===== src/rtl/keyboard_pkg.sv =====
// Shared types and constants for the PS/2-to-matrix keyboard scanner.
package keyboard_pkg;

  localparam int unsigned HOLD_CYCLES_DEFAULT = 200000;
  localparam int unsigned MODIF_W             = 3;

  localparam logic [7:0] SC_LSHIFT = 8'h12;
  localparam logic [7:0] SC_RSHIFT = 8'h59;
  localparam logic [7:0] SC_ALT    = 8'h11;
  localparam logic [7:0] SC_CTRL   = 8'h14;

  typedef struct packed {
    logic       ext;
    logic [7:0] code;
    logic       pressed;
  } key_event_t;

  typedef struct packed {
    logic       valid;
    logic [3:0] row;
    logic [2:0] col;
  } key_pos_t;

  // One-hot active-low modifier bit touched by a scancode; zero for ordinary keys.
  function automatic logic [MODIF_W-1:0] modifier_mask(input logic [7:0] code);
    case (code)
      SC_LSHIFT, SC_RSHIFT: return 3'b001;
      SC_ALT:               return 3'b010;
      SC_CTRL:              return 3'b100;
      default:              return 3'b000;
    endcase
  endfunction

endpackage


===== src/rtl/keyboard_matrix_scanner_if.sv =====
// Host-facing signal bundle of the keyboard matrix scanner.
interface keyboard_matrix_scanner_if #(
  parameter int unsigned ROWS = 8,
  parameter int unsigned COLS = 8
);
  logic [10:0]     ps2_key;
  logic            all_up;
  logic [ROWS-1:0] addr;
  logic [COLS-1:0] kb_cols;
  logic [2:0]      modif;
  logic            overflow;

  modport master (output ps2_key, all_up, addr, input kb_cols, modif, overflow);
  modport slave  (input ps2_key, all_up, addr, output kb_cols, modif, overflow);
endinterface


===== src/rtl/ps2_keymap.sv =====
// Combinational scancode -> matrix position ROM. KBD_EXTENDED_KEYS_EN gives E0-prefixed
// codes their own positions; without it the extended flag is ignored.
module ps2_keymap
  import keyboard_pkg::*;
#(
  parameter int unsigned ROWS = 8,
  parameter int unsigned COLS = 8
) (
  input  logic       ext,
  input  logic [7:0] code,
  output key_pos_t   pos_c
);

  function automatic key_pos_t pos_at(input int unsigned r, input int unsigned c);
    key_pos_t p;
    p.valid = 1'b1;
    p.row   = 4'(r);
    p.col   = 3'(c);
    return p;
  endfunction

  function automatic key_pos_t base_lookup(input logic [7:0] c);
    case (c)
      8'h5A: return pos_at(0, 0);
      8'h66: return pos_at(0, 1);
      8'h76: return pos_at(0, 7);
      8'h0D: return pos_at(1, 7);
      8'h75: return pos_at(3, 3);
      8'h16: return pos_at(4, 7);
      8'h1E: return pos_at(4, 6);
      8'h26: return pos_at(4, 5);
      8'h15: return pos_at(5, 7);
      8'h1D: return pos_at(5, 6);
      8'h24: return pos_at(5, 5);
      8'h2D: return pos_at(5, 4);
      8'h1C: return pos_at(6, 6);
      8'h1B: return pos_at(6, 5);
      8'h23: return pos_at(6, 4);
      8'h2B: return pos_at(6, 3);
      8'h29: return pos_at(7, 0);
      8'h05: return pos_at(9, 0);  // F1 sits beyond an 8-row matrix
      default: return key_pos_t'(0);
    endcase
  endfunction

  key_pos_t raw;

`ifdef KBD_EXTENDED_KEYS_EN
  always_comb begin
    raw = key_pos_t'(0);
    if (ext) begin
      case (code)
        8'h75, 8'h72: raw = pos_at(1, 5);
        8'h6B, 8'h74: raw = pos_at(2, 5);
        default:      raw = key_pos_t'(0);
      endcase
    end else begin
      raw = base_lookup(code);
    end
  end
`else
  logic unused_ext;
  assign unused_ext = ext;
  always_comb raw = base_lookup(code);
`endif

  // Positions outside the configured matrix are reported as unmapped.
  always_comb begin
    pos_c       = raw;
    pos_c.valid = raw.valid && (32'(raw.row) < ROWS) && (32'(raw.col) < COLS);
  end

endmodule


===== src/rtl/keyboard_matrix_scanner.sv =====
// PS/2 key events -> emulated active-low key matrix with event queue, press hold timer
// and modifier bypass. Optional macro: KBD_EXTENDED_KEYS_EN (see ps2_keymap).
module keyboard_matrix_scanner
  import keyboard_pkg::*;
#(
  parameter int unsigned ROWS        = 8,
  parameter int unsigned COLS        = 8,
  parameter int unsigned FIFO_DEPTH  = 4,
  parameter int unsigned HOLD_CYCLES = HOLD_CYCLES_DEFAULT
) (
  input logic                      clk_sys,
  input logic                      reset_n,
  keyboard_matrix_scanner_if.slave kbd
);

  localparam int unsigned PTR_W = $clog2(FIFO_DEPTH);
  localparam int unsigned CNT_W = $clog2(FIFO_DEPTH) + 1;
  localparam int unsigned TMR_W = (HOLD_CYCLES > 0) ? $clog2(HOLD_CYCLES + 1) : 1;
  localparam int unsigned ROW_W = (ROWS > 1) ? $clog2(ROWS) : 1;
  localparam int unsigned COL_W = (COLS > 1) ? $clog2(COLS) : 1;

  logic [ROWS-1:0][COLS-1:0]    keys_q, keys_d;
  key_event_t [FIFO_DEPTH-1:0]  fifo_q, fifo_d;
  logic [PTR_W-1:0]             rd_ptr_q, rd_ptr_d, wr_ptr_q, wr_ptr_d;
  logic [CNT_W-1:0]             count_q, count_d;
  logic [TMR_W-1:0]             timer_q, timer_d;
  logic [MODIF_W-1:0]           modif_q, modif_d;
  logic                         overflow_q, overflow_d;
  logic                         primed_q, primed_d;
  logic                         tog_q, tog_d;

  key_event_t         head, new_evt;
  key_pos_t           head_pos;
  logic [MODIF_W-1:0] mod_mask;
  logic               event_det, stall, pop, push, push_ok, fifo_full;

  assign head      = fifo_q[rd_ptr_q];
  assign new_evt   = {kbd.ps2_key[8], kbd.ps2_key[7:0], kbd.ps2_key[9]};
  assign mod_mask  = modifier_mask(new_evt.code);
  assign event_det = primed_q && (kbd.ps2_key[10] != tog_q);
  assign fifo_full = (count_q == CNT_W'(FIFO_DEPTH));
  // Only a mapped release waits for the hold timer; presses and junk drain freely.
  assign stall     = head_pos.valid && !head.pressed && (timer_q != '0);
  assign pop       = (count_q != '0) && !stall && !kbd.all_up;
  assign push      = event_det && (mod_mask == '0) && !kbd.all_up;

  ps2_keymap #(.ROWS(ROWS), .COLS(COLS)) u_keymap (
    .ext   (head.ext),
    .code  (head.code),
    .pos_c (head_pos)
  );

  // Next-state: queue, matrix, timer and modifiers.
  always_comb begin
    keys_d     = keys_q;
    fifo_d     = fifo_q;
    rd_ptr_d   = rd_ptr_q;
    wr_ptr_d   = wr_ptr_q;
    count_d    = count_q;
    timer_d    = (timer_q != '0) ? timer_q - TMR_W'(1) : timer_q;
    modif_d    = modif_q;
    overflow_d = overflow_q;
    primed_d   = 1'b1;
    tog_d      = kbd.ps2_key[10];
    push_ok    = 1'b0;

    if (kbd.all_up) begin
      keys_d     = '1;
      rd_ptr_d   = '0;
      wr_ptr_d   = '0;
      count_d    = '0;
      timer_d    = '0;
      modif_d    = '1;
      overflow_d = 1'b0;
    end else begin
      if (pop) begin
        rd_ptr_d = rd_ptr_q + PTR_W'(1);
        if (head_pos.valid) begin
          keys_d[ROW_W'(head_pos.row)][COL_W'(head_pos.col)] = !head.pressed;
          if (head.pressed) timer_d = TMR_W'(HOLD_CYCLES);
        end
      end
      if (event_det && (mod_mask != '0))
        modif_d = new_evt.pressed ? (modif_q & ~mod_mask) : (modif_q | mod_mask);
      if (push) begin
        if (fifo_full && !pop) begin
          overflow_d = 1'b1;
        end else begin
          push_ok          = 1'b1;
          fifo_d[wr_ptr_q] = new_evt;
          wr_ptr_d         = wr_ptr_q + PTR_W'(1);
        end
      end
      count_d = count_q + CNT_W'(push_ok) - CNT_W'(pop);
    end
  end

  always_ff @(posedge clk_sys or negedge reset_n) begin
    if (!reset_n) begin
      keys_q     <= '1;
      fifo_q     <= '0;
      rd_ptr_q   <= '0;
      wr_ptr_q   <= '0;
      count_q    <= '0;
      timer_q    <= '0;
      modif_q    <= '1;
      overflow_q <= 1'b0;
      primed_q   <= 1'b0;
      tog_q      <= 1'b0;
    end else begin
      keys_q     <= keys_d;
      fifo_q     <= fifo_d;
      rd_ptr_q   <= rd_ptr_d;
      wr_ptr_q   <= wr_ptr_d;
      count_q    <= count_d;
      timer_q    <= timer_d;
      modif_q    <= modif_d;
      overflow_q <= overflow_d;
      primed_q   <= primed_d;
      tog_q      <= tog_d;
    end
  end

  // Column readout is a live AND across every selected row.
  logic [COLS-1:0] kb_cols_c;
  always_comb begin
    kb_cols_c = '1;
    for (int r = 0; r < ROWS; r++)
      if (!kbd.addr[r]) kb_cols_c = kb_cols_c & keys_q[r];
  end

  assign kbd.kb_cols  = kb_cols_c;
  assign kbd.modif    = modif_q;
  assign kbd.overflow = overflow_q;

endmodule


===== src/flat_wrapper.sv =====
// flat-port wrapper written by rule: the top's interface ports become plain ports
module keyboard_matrix_scanner_flat import keyboard_pkg::*;
#(
  parameter int unsigned ROWS        = 8,
  parameter int unsigned COLS        = 8,
  parameter int unsigned FIFO_DEPTH  = 4,
  parameter int unsigned HOLD_CYCLES = HOLD_CYCLES_DEFAULT
)
  (clk_sys, reset_n, kbd_ps2_key, kbd_all_up, kbd_addr, kbd_kb_cols, kbd_modif, kbd_overflow);
  keyboard_matrix_scanner_if #(.ROWS(ROWS), .COLS(COLS)) kbd_i ();
  input logic clk_sys;
  input logic reset_n;
  input wire logic [$bits(kbd_i.ps2_key)-1:0] kbd_ps2_key;
  input wire logic [$bits(kbd_i.all_up)-1:0] kbd_all_up;
  input wire logic [$bits(kbd_i.addr)-1:0] kbd_addr;
  output wire logic [$bits(kbd_i.kb_cols)-1:0] kbd_kb_cols;
  output wire logic [$bits(kbd_i.modif)-1:0] kbd_modif;
  output wire logic [$bits(kbd_i.overflow)-1:0] kbd_overflow;
  assign kbd_i.ps2_key = kbd_ps2_key;
  assign kbd_i.all_up = kbd_all_up;
  assign kbd_i.addr = kbd_addr;
  assign kbd_kb_cols = kbd_i.kb_cols;
  assign kbd_modif = kbd_i.modif;
  assign kbd_overflow = kbd_i.overflow;
  keyboard_matrix_scanner #(.ROWS(ROWS), .COLS(COLS), .FIFO_DEPTH(FIFO_DEPTH), .HOLD_CYCLES(HOLD_CYCLES)) u_core (.clk_sys(clk_sys), .reset_n(reset_n), .kbd(kbd_i));
endmodule

===== config.mk =====
export PLATFORM = sky130hd
export DESIGN_NAME = keyboard_matrix_scanner_flat
export DESIGN_NICKNAME = d
export VERILOG_FILES = /design/src/rtl/keyboard_pkg.sv /design/src/rtl/keyboard_matrix_scanner_if.sv /design/src/rtl/ps2_keymap.sv /design/src/rtl/keyboard_matrix_scanner.sv /design/src/flat_wrapper.sv
export SDC_FILE = /design/constraint.sdc
export NUM_CORES = 1
export LEC_CHECK = 0
export CELL_PAD_IN_SITES_DETAIL_PLACEMENT = 1
export CELL_PAD_IN_SITES_GLOBAL_PLACEMENT = 1
export CORE_UTILIZATION = 44
export CTS_CLUSTER_SIZE = 30
export DETAILED_ROUTE_END_ITERATION = 6
export PLACE_DENSITY = 0.76
export SLEW_MARGIN = 20
export SYNTH_ARGS = -nofsm -noshare
export SYNTH_HDL_FRONTEND = slang
export SYNTH_SLANG_ARGS = --single-unit

===== constraint.sdc =====
create_clock -name clk_sys -period 3.55 [get_ports clk_sys]
set_input_delay 1.065 -clock clk_sys [delete_from_list [all_inputs] [get_ports clk_sys]]
set_output_delay 1.065 -clock clk_sys [all_outputs]
set_load 0.05 [all_outputs]

==> results.json, run 1 <==
{
  "clkPwrFrac_pct": 28.3,
  "postSynthAreaPerCell_um2": 11.3,
  "overflow": 0,
  "p_per_area_nw_per_um2": 731,
  "numPortBuffers": 32,
  "dr_wl_met2_um": 9840,
  "drt-vias-per-instance": 5.75,
  "final_cell_mix": "dfstp_2 (67), dfrtp_1 (64), buf_4 (60)",
  "synthesis.area_um2": 6620,
  "critPathCaptureType": "primary output",
  "routedWlPerCell_um": 21.2,
  "total_power_w": 0.00624,
  "placed_cell_area_um2": 7710,
  "critPathKind": "in2out",
  "max_stage_delay_ns": 0.48,
  "placed_cells": 833,
  "crit_family": "buffers and inverters",
  "core_area_um2": 14600,
  "cp_num_buf_inv": 4,
  "grt_pass1_wl_um": 29400,
  "relSlewSlack_pct": 52.0,
  "worstMarginPinSlew_ns": 0.721,
  "setup_viol": 0,
  "initial_core_util_pct": 45.4,
  "drt_first_pass_iters": 4,
  "m1WireLength_um": 7740,
  "syn_inst": 585,
  "path_cells": "clkdlybuf4s50_1 > buf_6 > buf_4 > o22ai_1 > nor4_2 > buf_12",
  "worstPathRequired_ns": 2.48,
  "fin_tns_setup_ns": 0,
  "maxSlewViolCount": 0,
  "ys_warn_count": 0,
  "hold_violations": 0,
  "yosysTopAreaCell": "dfstp_2",
  "hold_buffers": 0,
  "synth_top_area_share_pct": 26.6,
  "dieWidth_um": 125,
  "startpoint_type": "primary input",
  "synth_cell_types": 71,
  "whs_ns": 0.502,
  "dieArea_um2": 15500,
  "synth.area.top_cells": "dfstp_2 (27%), dfrtp_1 (24%), or2_2 (4.6%), mux2_2 (4.4%), o22ai_1 (3.3%)",
  "holdCritPathClass": "reg2reg",
  "crit_slowest_cell": "clkdlybuf4s50_1",
  "p_int_w": 0.00400,
  "ys_async_sr_fraction_pct": 100,
  "crit_arrival_ns": 2.42,
  "power_switching_w": 0.00225,
  "antenna_cells": 0,
  "area_growth_pct": 29.0,
  "final_common_cell": "dfstp_2",
  "grt_pass1_vias": 5558,
  "yosysSeqAreaShare_pct": 50.8,
  "die_y_um": 125,
  "design_area_um2": 8540,
  "cts.reportedPaths.clkPinSlew_ns": 0.06,
  "cts_buffer_depth": 2,
  "cts_tree": "built",
  "cts_max_level": 4,
  "yosys_register_bits": 131,
  "met3_length_um": 596,
  "grt.total_usage_pct": 24.6,
  "finalWirelength_um": 18500,
  "drive_gt1_share_pct": 45.4,
  "min_period_ns": 3.49,
  "cts_sinks": 131,
  "cts_buffers": 17,
  "ioPinCount": 34,
  "vias": 5031,
  "critPathMaxFanout": 7,
  "status": "completed",
  "worstSkewPairLatency_ns": 0.43,
  "synth_edf_count": 0,
  "seq_power_share_pct": 29.9,
  "syn-num-nets": 616,
  "max-vdd-ir-drop_v": 0.000481,
  "top_layer_used": "met4",
  "combinationalPowerShare_pct": 41.8,
  "fin_cells": 875,
  "finalCritPeriodShare_pct": 98.3,
  "dpl.hpwl_um": 12400,
  "fin_skew_ns": 0.00878,
  "rows": 44,
  "power.leakage_nw": 3.59,
  "cts_root_buffer": "clkbuf_16",
  "grt_max_degree": 69,
  "drc": 0,
  "antenna_found_initial": 0,
  "switching_share_pct": 36.0,
  "drt_iter0_markers": 257,
  "nets": 709,
  "gp_congestion": 0.855,
  "ant_nets": 0,
  "max_freq_mhz": 287,
  "cap_violations": 0,
  "yosys_most_used_dff": "dfstp_2"
}
what timing repair did:
item                                   4_1_cts  5_1_grt
endpoints found under the hold margin        0        0
resized for setup                            6       34
pin swaps                                    1       13
setup endpoints to repair                    9        4
buffers inserted                             2        8
worst register-to-register path, cell delays in order, from the launching register on:
cell and delay [ns]:
dfrtp_1 0.37, buf_6 0.14, mux4_2 0.60, buf_6 0.17, nor4b_4 0.36, o2111ai_4 0.17, o211a_4 0.18, nand3_4 0.10
a21oi_4 0.06, and2_4 0.17, ha_4 0.24, inv_4 0.05, ha_4 0.12, inv_2 0.03, fa_2 0.51, nor2_1 0.04
cell usage after synthesis, types with 12 or more instances:
cell and instances:
mux2i_1 18, nor4_1 12, clkbuf_1 21, dfrtp_1 64
mux2_2 26, nand3_1 17, nand2_1 32, dfstp_2 67
or2_2 49, nor3_1 18, o22ai_1 35, nor2_1 48
xnor2_1 12, o21ai_0 14
sequential cells by signal, indices dropped and copies added (netlist names):
name	cells
u_core.kbd.modif	3
u_core.fifo_q	36
u_core.timer_q	18
u_core.tog_q	1
u_core.count_q	3
u_core.keys_q	64
u_core.kbd.overflow	1
u_core.rd_ptr_q	2
u_core.primed_q	1
u_core.wr_ptr_q	2
path summary, 6_finish.rpt:
check | slack [ns] | endpoint | depth (start not counted) | startpoint
min | 0.50 | u_core.fifo_q[22] | 1 | u_core.fifo_q[22]
max in group asynchronous | 2.06 | u_core.kbd.modif[2] | 2 | reset_n
max reg2reg | 0.09 | u_core.count_q[1] | 15 | u_core.rd_ptr_q[0]
max | 0.06 | kbd_kb_cols[3] | 6 | kbd_addr[2]
min in group asynchronous | 0.71 | u_core.kbd.overflow | 1 | reset_n
min reg2reg | 0.50 | u_core.fifo_q[22] | 1 | u_core.fifo_q[22]
logic make-up after synthesis:
group | share of synthesized area [%]
compound gates | 10.1
xor+xnor | 2.65
fa+ha+maj | 1.81
buf+inv | 2.63
flops | 50.8
mux | 12.5
other cells | 0.0566
simple gates | 19.4
through the flow:
stage | utilization [%] | worst slack, ns
detailed placement | 52.8 | -0.173
CTS | 57.1 | -0.0845
global placement | 52.8 | -0.0966
floorplan | - | 0.00126
global route | 58.5 | -0.0102
finish | 58.5 | 0.0617
power groups by stage:
| stage | Combinational, W | Clock [W] | Sequential [W] |
|---|---|---|---|
| detailed placement | 0.00232 | 0 | 0.00187 |
| global placement | 0.00221 | 0 | 0.00185 |
| finish | 0.00261 | 0.00177 | 0.00186 |
| floorplan | 0.00153 | 0 | 0.00183 |
| global route | 0.00283 | 0.00185 | 0.00188 |
| CTS | 0.00238 | 0.00180 | 0.00186 |
metal layers:
layer,track usage (%),up-vias
met5,0,-
met4,11.0,0
met3,5.33,30
met2,42.2,90
met1,29.5,2630
li1,-,2281
final cells by class:
class / instances / area (um^2)
flip-flops and latches: 131 / 3360
clock inverters: 8 / 100
multi-input cells: 413 / 3250
inverters: 11 / 43.8
clock buffers: 24 / 492
repair buffers: 104 / 1060
fillers: 1471 / 6050
well taps: 184 / 230
Note: power is estimated with default switching activity, not from simulation.
==> run 2, diff against run 1 <==
PLACE_DENSITY = 0.77   (was 0.76)
==> run 2 against run 1 <==
Setup slack gained 0.0096 ns. Cell count down 0.57%. Global-route usage increased by 0.40 points. Die area stayed put. Non-clock buffer count down 5. Routed wire length down 3.4%. Via count is 0.99% lower. Total power is 1.9% lower. Largest cell class unchanged. Largest power group unchanged.
==> results.json, run 2 (synthesized netlist as in run 1, its figures left out) <==
{
  "cts_sinks": 131,
  "critPathKind": "in2out",
  "cts_buffer_depth": 2,
  "rows": 44,
  "path_cells": "clkdlybuf4s50_1 > buf_4 > o22ai_1 > nor4_2 > buf_4 > buf_12",
  "top_regs": "u_core.keys_q: 64 flops, u_core.fifo_q: 36 flops, u_core.timer_q: 18 flops",
  "final_common_cell": "dfstp_2",
  "grt_max_degree": 63,
  "cts_tree": "built",
  "grt_pass1_vias": 5714,
  "dpl.hpwl_um": 12300,
  "fin_cells": 870,
  "status": "completed",
  "crit_slowest_cell": "clkdlybuf4s50_1",
  "hold_violations": 0,
  "drive_gt1_share_pct": 45.0,
  "setup_viol": 0,
  "grt.total_usage_pct": 25.0,
  "fin_tns_setup_ns": 0,
  "initial_core_util_pct": 45.4,
  "worstSkewPairLatency_ns": 0.43,
  "p_per_area_nw_per_um2": 730,
  "gr-usage-met1_pct": 29.0,
  "vias": 4981,
  "rsz0062_at_grt": "no",
  "min_period_ns": 3.48,
  "dieArea_um2": 15500,
  "busiest_layer": "met2",
  "startpoint_type": "primary input",
  "max_stage_delay_ns": 0.49,
  "gp_congestion": 0.907,
  "largest_register_ffs": 64,
  "grt_pass1_wl_um": 30000,
  "ioPinCount": 34,
  "critPathCaptureType": "primary output",
  "finalCritPeriodShare_pct": 98.0,
  "fin_skew_ns": 0.0137,
  "max_freq_mhz": 287,
  "regMostFlops": "u_core.keys_q",
  "placed_cells": 833,
  "use_met2_pct": 43.7,
  "numPortBuffers": 32,
  "drt_first_pass_iters": 4,
  "final_cell_mix": "dfstp_2 (67), dfrtp_1 (64), buf_4 (61)",
  "ant_nets": 0,
  "maxSlewViolCount": 0,
  "core_area_um2": 14600,
  "holdCritPathClass": "reg2reg",
  "relSlewSlack_pct": 66.2,
  "area_growth_pct": 26.7,
  "antenna_found_initial": 0,
  "finalWirelength_um": 17900,
  "overflow": 0,
  "finish.utilization_pct": 57.5,
  "cts_max_level": 4,
  "drt_iter0_markers": 176,
  "antenna_cells": 0,
  "cts.reportedPaths.clkPinSlew_ns": 0.06,
  "critPathMaxFanout": 5,
  "worstPathRequired_ns": 2.48,
  "cap_violations": 0,
  "max-vdd-ir-drop_v": 0.000435,
  "power.leakage_nw": 3.50,
  "met3_usage_pct": 5.76,
  "dieWidth_um": 125,
  "drc": 0,
  "cp_common_cell": "buf_4",
  "crit_arrival_ns": 2.41,
  "cts_buffers": 17,
  "whs_ns": 0.504,
  "die_y_um": 125,
  "routedWlPerCell_um": 20.6,
  "drt-vias-per-instance": 5.73,
  "nets": 704,
  "cts_root_buffer": "clkbuf_16",
  "worstMarginPinSlew_ns": 0.500
}
## run 2: changes by cell type in the layout (fill, tap and decap cells not counted), moves of 2 or more
cell	change
a21oi_2	+2
a21oi_4	-2
buf_6	-4
clkbuf_1	-3
clkbuf_8	-4
dlygate4sd2_1	+3
dlymetal6s2s_1	-4
inv_4	+2
inv_6	+3
nor2b_1	+2
nor2b_2	-2
## run 2: repair_timing
action / CTS / global route
cloned: 0 / 0
pin swaps: 5 / 9
endpoints found under the setup margin: 9 / 22
hold buffers: 0 / 0
setup buffers: 1 / 4
resized for setup: 14 / 13
## run 2: layout make-up
cell class | instances | area, um^2
inverter | 11 | 43.8
clock inverter | 15 | 155
sequential | 131 | 3360
tap | 184 | 230
fill | 1532 | 6200
clock buffer | 17 | 425
timing repair buffer | 99 | 952
multi-input combinational | 413 | 3220
## run 2: critical path, delay by kind of cell
kind / cells / cell delay [ns]
buffers and inverters: 4 / 0.94
AOI/OAI and AO/OA: 1 / 0.09
and+or+nand+nor: 1 / 0.32
## run 2: per-stage QoR
step,cell area (um^2),setup slack [ns],total power [W]
6_report,8390,0.0712,0.00612
5_1_grt,8390,0.00270,0.00645
4_1_cts,8300,-0.0114,0.00603
3_3_place_gp,7680,-0.0826,0.00405
3_5_place_dp,7680,-0.122,0.00417
2_1_floorplan,6680,0.00126,0.00336
## run 2: power breakdown
| group | total (W) | internal (W) | switching [W] |
|---|---|---|---|
| clock | 0.00174 | 0.00104 | 0.000706 |
| combinational | 0.00251 | 0.00115 | 0.00137 |
| sequential | 0.00187 | 0.00170 | 0.000171 |
| total | 0.00612 | 0.00388 | 0.00224 |
## run 2: final timing paths
kind	startpoint	endpoint	slack [ns]	cells past startpoint
hold reg to reg	u_core.keys_q[45]	u_core.keys_q[45]	0.50	2
max in group asynchronous	reset_n	u_core.kbd.modif[0]	2.09	2
hold / removal	u_core.keys_q[45]	u_core.keys_q[45]	0.50	2
min in group asynchronous	reset_n	u_core.count_q[1]	0.59	1
setup reg to reg	u_core.rd_ptr_q[0]	u_core.count_q[1]	0.12	15
setup / recovery	kbd_addr[7]	kbd_kb_cols[4]	0.07	6
## run 2: routing by layer
layer  up-vias  share of wire, %
met4         0               3.1
met3        43               2.5
met2        81                53
met1      2585                42
li1       2272                 -
met5         -                 0
